--- src/rtl/led_range_counter.sv ---
// LED range counter: steps counter_out from a latched start toward a latched end in wrap,
// one-shot or bounce mode at a prescaled rate. Optional terminal-event counter: LED_RANGE_COUNTER_EVTCNT_EN.
module led_range_counter #(
  parameter int unsigned WIDTH    = 5,
  parameter int unsigned PRESCALE = 1
) (
  input  logic             clk,
  input  logic             rst,
  input  logic             load,
  input  logic             enable,
  input  logic [WIDTH-1:0] start_num,
  input  logic [WIDTH-1:0] end_num,
  input  logic             up_down,
  input  logic [1:0]       mode,
  output logic [WIDTH-1:0] counter_out,
  output logic             check,
  output logic             busy
`ifdef LED_RANGE_COUNTER_EVTCNT_EN
  ,
  output logic [7:0]       evt_cnt
`endif
);

  localparam int unsigned PW = (PRESCALE > 1) ? $clog2(PRESCALE) : 1;
  localparam logic [PW-1:0] PRESC_LAST = PW'(PRESCALE - 1);
  localparam logic [1:0] MODE_ONESHOT = 2'd1;
  localparam logic [1:0] MODE_BOUNCE  = 2'd2;

  typedef enum logic [1:0] {IDLE, RUN, DONE} state_t;

  state_t           state_q, state_d;
  logic [WIDTH-1:0] counter_q, counter_d;
  logic [WIDTH-1:0] target_q, target_d;
  logic             dir_q, dir_d;
  logic [PW-1:0]    presc_q, presc_d;
  logic             check_q, check_d;
  logic             busy_q;
  logic [WIDTH-1:0] cfg_start_q, cfg_start_d;
  logic [WIDTH-1:0] cfg_end_q, cfg_end_d;
  logic             cfg_up_q, cfg_up_d;
  logic [1:0]       cfg_mode_q, cfg_mode_d;
`ifdef LED_RANGE_COUNTER_EVTCNT_EN
  logic [7:0]       evt_q, evt_d;
`endif

  // State and datapath registers
  always_ff @(posedge clk) begin
    if (rst) begin
      state_q     <= IDLE;
      counter_q   <= '0;
      target_q    <= '0;
      dir_q       <= 1'b0;
      presc_q     <= '0;
      check_q     <= 1'b0;
      busy_q      <= 1'b0;
      cfg_start_q <= '0;
      cfg_end_q   <= '0;
      cfg_up_q    <= 1'b0;
      cfg_mode_q  <= '0;
`ifdef LED_RANGE_COUNTER_EVTCNT_EN
      evt_q       <= '0;
`endif
    end else begin
      state_q     <= state_d;
      counter_q   <= counter_d;
      target_q    <= target_d;
      dir_q       <= dir_d;
      presc_q     <= presc_d;
      check_q     <= check_d;
      busy_q      <= (state_d == RUN);
      cfg_start_q <= cfg_start_d;
      cfg_end_q   <= cfg_end_d;
      cfg_up_q    <= cfg_up_d;
      cfg_mode_q  <= cfg_mode_d;
`ifdef LED_RANGE_COUNTER_EVTCNT_EN
      evt_q       <= evt_d;
`endif
    end
  end

  // Next-state: load beats tick; a tick at the target is a terminal event
  always_comb begin
    state_d     = state_q;
    counter_d   = counter_q;
    target_d    = target_q;
    dir_d       = dir_q;
    presc_d     = presc_q;
    check_d     = 1'b0;
    cfg_start_d = cfg_start_q;
    cfg_end_d   = cfg_end_q;
    cfg_up_d    = cfg_up_q;
    cfg_mode_d  = cfg_mode_q;
`ifdef LED_RANGE_COUNTER_EVTCNT_EN
    evt_d       = evt_q;
`endif
    if (load) begin
      cfg_start_d = start_num;
      cfg_end_d   = end_num;
      cfg_up_d    = up_down;
      cfg_mode_d  = mode;
      counter_d   = start_num;
      target_d    = end_num;
      dir_d       = up_down;
      presc_d     = '0;
      state_d     = RUN;
`ifdef LED_RANGE_COUNTER_EVTCNT_EN
      evt_d       = '0;
`endif
    end else if (state_q == RUN && enable) begin
      if (presc_q == PRESC_LAST) begin
        presc_d = '0;
        if (counter_q != target_q) begin
          counter_d = dir_q ? counter_q + WIDTH'(1) : counter_q - WIDTH'(1);
        end else begin
          check_d = 1'b1;
          case (cfg_mode_q)
            MODE_ONESHOT: state_d = DONE;
            MODE_BOUNCE: begin
              // Heading toward cfg end iff dir matches the loaded direction
              target_d = (dir_q == cfg_up_q) ? cfg_start_q : cfg_end_q;
              dir_d    = ~dir_q;
              if (cfg_start_q != cfg_end_q)
                counter_d = dir_q ? counter_q - WIDTH'(1) : counter_q + WIDTH'(1);
            end
            default: counter_d = cfg_start_q;
          endcase
        end
      end else begin
        presc_d = presc_q + PW'(1);
      end
    end
`ifdef LED_RANGE_COUNTER_EVTCNT_EN
    if (check_d && evt_q != 8'hFF) evt_d = evt_q + 8'd1;
`endif
  end

  assign counter_out = counter_q;
  assign check       = check_q;
  assign busy        = busy_q;
`ifdef LED_RANGE_COUNTER_EVTCNT_EN
  assign evt_cnt     = evt_q;
`endif

endmodule

--- config.mk ---
export PLATFORM = sky130hd
export DESIGN_NAME = led_range_counter
export DESIGN_NICKNAME = d
export VERILOG_FILES = /design/src/rtl/led_range_counter.sv
export SDC_FILE = /design/constraint.sdc
export NUM_CORES = 1
export LEC_CHECK = 0
export BUFFER_PORTS_ARGS = -buffer_cell sky130_fd_sc_hd__buf_2
export CAP_MARGIN = 25
export CORE_ASPECT_RATIO = 1.25
export CORE_MARGIN = 2
export CORE_UTILIZATION = 60
export CTS_CLUSTER_SIZE = 40
export DETAILED_ROUTE_END_ITERATION = 8
export PLACE_DENSITY = 0.83
export SKIP_CTS_REPAIR_TIMING = 1
export SYNTH_ARGS = -nofsm -noshare
export SYNTH_HDL_FRONTEND = slang
export SYNTH_SLANG_ARGS = --single-unit
--- constraint.sdc ---
create_clock -name clk -period 4.3 [get_ports clk]
set_clock_uncertainty 0.15 [all_clocks]
set_input_delay 0 -clock clk [delete_from_list [all_inputs] [get_ports clk]]
set_output_delay 0 -clock clk [all_outputs]
set_load 0.01 [all_outputs]
==> flow_metrics.py <==
metrics = {
    "yosys": {
        "synth_top_family_by_area": "simple AND/OR/NAND/NOR gates",
        "synth_fp_nets": 205,
        "synth_edf_count": 0,
        "synth-compound-area-share_pct": 17.95,
        "synth_area_um2": 1624,
        "ys_async_sr_fraction_pct": 0,
        "yosys.area_share.xor_xnor_pct": 8.552,
        "yosysSeqAreaShare_pct": 34.51,
        "synthAdderAreaFrac_pct": 1.541,
        "synth_cells": 186,
        "synth_most_common_cell": "dfxtp_1",
        "yosysTopAreaCellShare_pct": 34.51,
        "yosys_warnings": 0,
        "synthMuxAreaShare_pct": 7.473,
        "synth_commonest_cells": "28 x dfxtp_1, 20 x a21oi_1, 17 x nand2_1",
        "synth_cell_type_count": 43,
        "synth_top_area_cell": "dfxtp_1",
        "synthTopCellsByArea": "dfxtp_1 35%, mux2i_1 6.8%, a21oi_1 6.2%, xnor2_1 5.9%, nand2b_1 4.6%",
        "ys_seq_elements": 28,
        "syn_area_per_cell_um2": 8.731,
        "yosys.area_share.simple_pct": 25.04,
        "synthFlopType": "dfxtp_1",
    },
    "timing": {
        "setup_tns_ns": 0,
        "finalSetupViolCount": 0,
        "finalCriticalPeriod_ns": 2.220,
        "fin_worst_hold_slack_ns": 0.06849,
        "fin_crit_sh_pct": 51.64,
        "fmaxAchievable_mhz": 450.4,
        "slew_viol_final": 0,
        "max-slew-margin-rel_pct": 59.71,
        "hold_viol_final": 0,
        "rsz0062_at_grt": "false",
        "tightest_slew_ns": 0.6043,
    },
    "run_status": {
        "outcome": "completed",
    },
    "global_route": {
        "overflow": 0,
        "grt_pass1_wl_um": 5934,
        "grt_usage_pct": 23.82,
        "grt_pass1_vias": 1374,
        "grt_max_degree": 39,
        "antenna_found_initial": 0,
    },
    "die": {
        "rows": 21,
        "die_x_um": 50.54,
        "core_um2": 2628,
        "fp.dieH_um": 62.17,
        "boundaryPins": 24,
        "die_area_um2": 3142,
        "initial_core_util_pct": 61.81,
    },
    "finish": {
        "synthToLayoutAreaGrowth_pct": 16.10,
        "diodes": 0,
        "postLayoutCoreUtil_pct": 71.76,
        "nNetsFinal": 236,
        "drive_gt1_share_pct": 17.21,
        "design_area_um2": 1886,
    },
    "worst_setup_path": {
        "crit_type": "flip-flop to flip-flop",
        "worstPathArrival_ns": 2.33,
        "crit_start": "counter_out[2]$_SDFFE_PP0P_",
        "crit_required_ns": 4.41,
        "critPathTopFamily": "simple AND/OR/NAND/NOR gates",
        "rr_startpoint": "counter_out[2]$_SDFFE_PP0P_",
        "crit_fanout": 12,
        "path_cells": "xnor2_1 > nand2_2 > nor4_4 > nor2_1 > a211o_1 > a21oi_1",
        "slowest_delay_ns": 0.61,
        "critPathSlowestCell": "dfxtp_1",
        "worst-path-buf-inv": 0,
        "critPathCaptureType": "flip-flop",
        "cp-start-kind": "flip-flop",
    },
    "detailed_routing": {
        "antenna_left": 0,
        "vias_per_cell": 5.968,
        "wl_per_cell_um": 14.54,
        "drcViolationCount": 0,
        "drtIter0Drc": 46,
        "via_count": 1486,
        "firstDrtPassIters": 5,
        "routed_wl_um": 3621,
    },
    "clock_tree": {
        "clk-insertion-delay-late_ns": 0.33,
        "ctsLongestPathBuffers": 2,
        "cts.htree.levels": 1,
        "cts-root-buf": "clkbuf_4",
        "cts_made_buffers": 3,
        "clk_pin_slew_ns": 0.14,
        "clock-sinks": 28,
        "tritoncts": "done",
    },
    "placement": {
        "dpl_cell_area_um2": 1713,
        "finalWeightedCongestion": 0.8620,
        "numPortBuffers": 23,
        "dp_hpwl_um": 2466,
    },
    "min_path": {
        "min-delay-start": "load",
        "hp-class": "input pin to flip-flop",
    },
    "pwr": {
        "pwr-share-clk_pct": 19.4,
        "vdd_drop_max_mv": 0.2012,
        "power_density_nw_per_um2": 288.2,
        "seqPwrFrac_pct": 54.7,
        "leakage_nw": 0.7238,
        "power_switching_w": 0.0001669,
        "p_sw_share_pct": 30.71,
        "p_int_w": 0.0003766,
        "combPwrFrac_pct": 25.9,
        "total_power_w": 0.0005435,
    },
    "flow_run": {
        "maxCapViolations": 0,
    },
}
-- worst min-delay path, stage by stage --
cell	delay, ns
buf_2	0.30
nand2_1	0.16
a21oi_1	0.06
-- flip-flops by register name, summed over array words and instances, names as in the netlist, 2 cells and up --
name and count:
state_q 2, target_q 5, cfg_mode_q 2, cfg_end_q 5, counter_out 5, cfg_start_q 5
-- power by group through the flow --
stage | registers, W | logic (W) | clock network (W)
floorplan | 0.000295 | 0.000106 | 0
global placement | 0.000301 | 0.000123 | 0
detailed placement | 0.000303 | 0.000128 | 0
CTS | 0.000297 | 0.000129 | 0.000109
global route | 0.000301 | 0.000154 | 0.000120
finish | 0.000297 | 0.000141 | 0.000105
-- path summary, 6_finish.rpt --
kind | end | slack, ns | cells past startpoint
max reg2reg | target_q[0]$_SDFFE_PP0P_ | 2.08 | 6
max | target_q[0]$_SDFFE_PP0P_ | 2.08 | 6
min | cfg_end_q[4]$_SDFFE_PP0P_ | 0.07 | 3
min reg2reg | state_q[1]$_SDFF_PP0_ | 0.33 | 2
-- layout make-up --
| cell class | count | area [µm²] |
|---|---|---|
| flip-flops and latches | 28 | 560.5 |
| well taps | 34 | 42.54 |
| inverters | 3 | 11.26 |
| fillers | 203 | 742.0 |
| repair buffers | 38 | 265.3 |
| multi-input cells | 143 | 983.4 |
| clock buffers | 3 | 22.52 |
-- routing by layer --
metal  part of all wire (%)  global-route usage, %  vias to the layer above
li1                       -                      -                      727
met1                     39                  27.98                      696
met2                     54                  41.28                       54
met3                    4.6                  2.885                        9
met4                    2.6                  12.50                        0
met5                      0                      0                        -
-- placed cells by master, fill, tap and decap left out, types with 2 or more instances in the layout --
master         synthesis  routed
or2_2                  4       4
inv_1                  3       3
xnor2_1               11      11
dfxtp_1               28      28
nand3_1                3       3
or4b_1                 3       3
ha_1                   2       2
o21ai_0                2       2
nor2_1                12      12
a31oi_1                2       2
nand2_1               17      17
nand2b_1              12      12
or4_1                  2       2
o221ai_1               4       4
o2111ai_1              2       2
or3_1                  3       3
clkbuf_4               0       3
a311oi_1               2       2
nor2b_1                3       3
dlygate4sd3_1          0      15
buf_2                  1      23
a211oi_1               2       2
a21oi_1               20      20
a211o_1                5       5
mux2i_1               11      11
nor4b_1                2       2
xor2_1                 3       3
nand4_1                2       2
-- per-stage QoR --
step	setup WS (ns)	instances
final	2.080	249
after global routing	1.891	249
after CTS	2.095	234
after detailed placement	2.118	231
after global placement	2.206	231
after floorplan	2.367	186
-- logic make-up (layout without fill, tap and decap cells) --
family	Yosys count	in the layout
compound gates	44	44
xor+xnor	15	15
fa+ha+maj	2	2
buf+inv	15	44
flops	28	28
mux	12	12
simple gates	70	70
No activity file was read; power rests on OpenSTA's default activity.
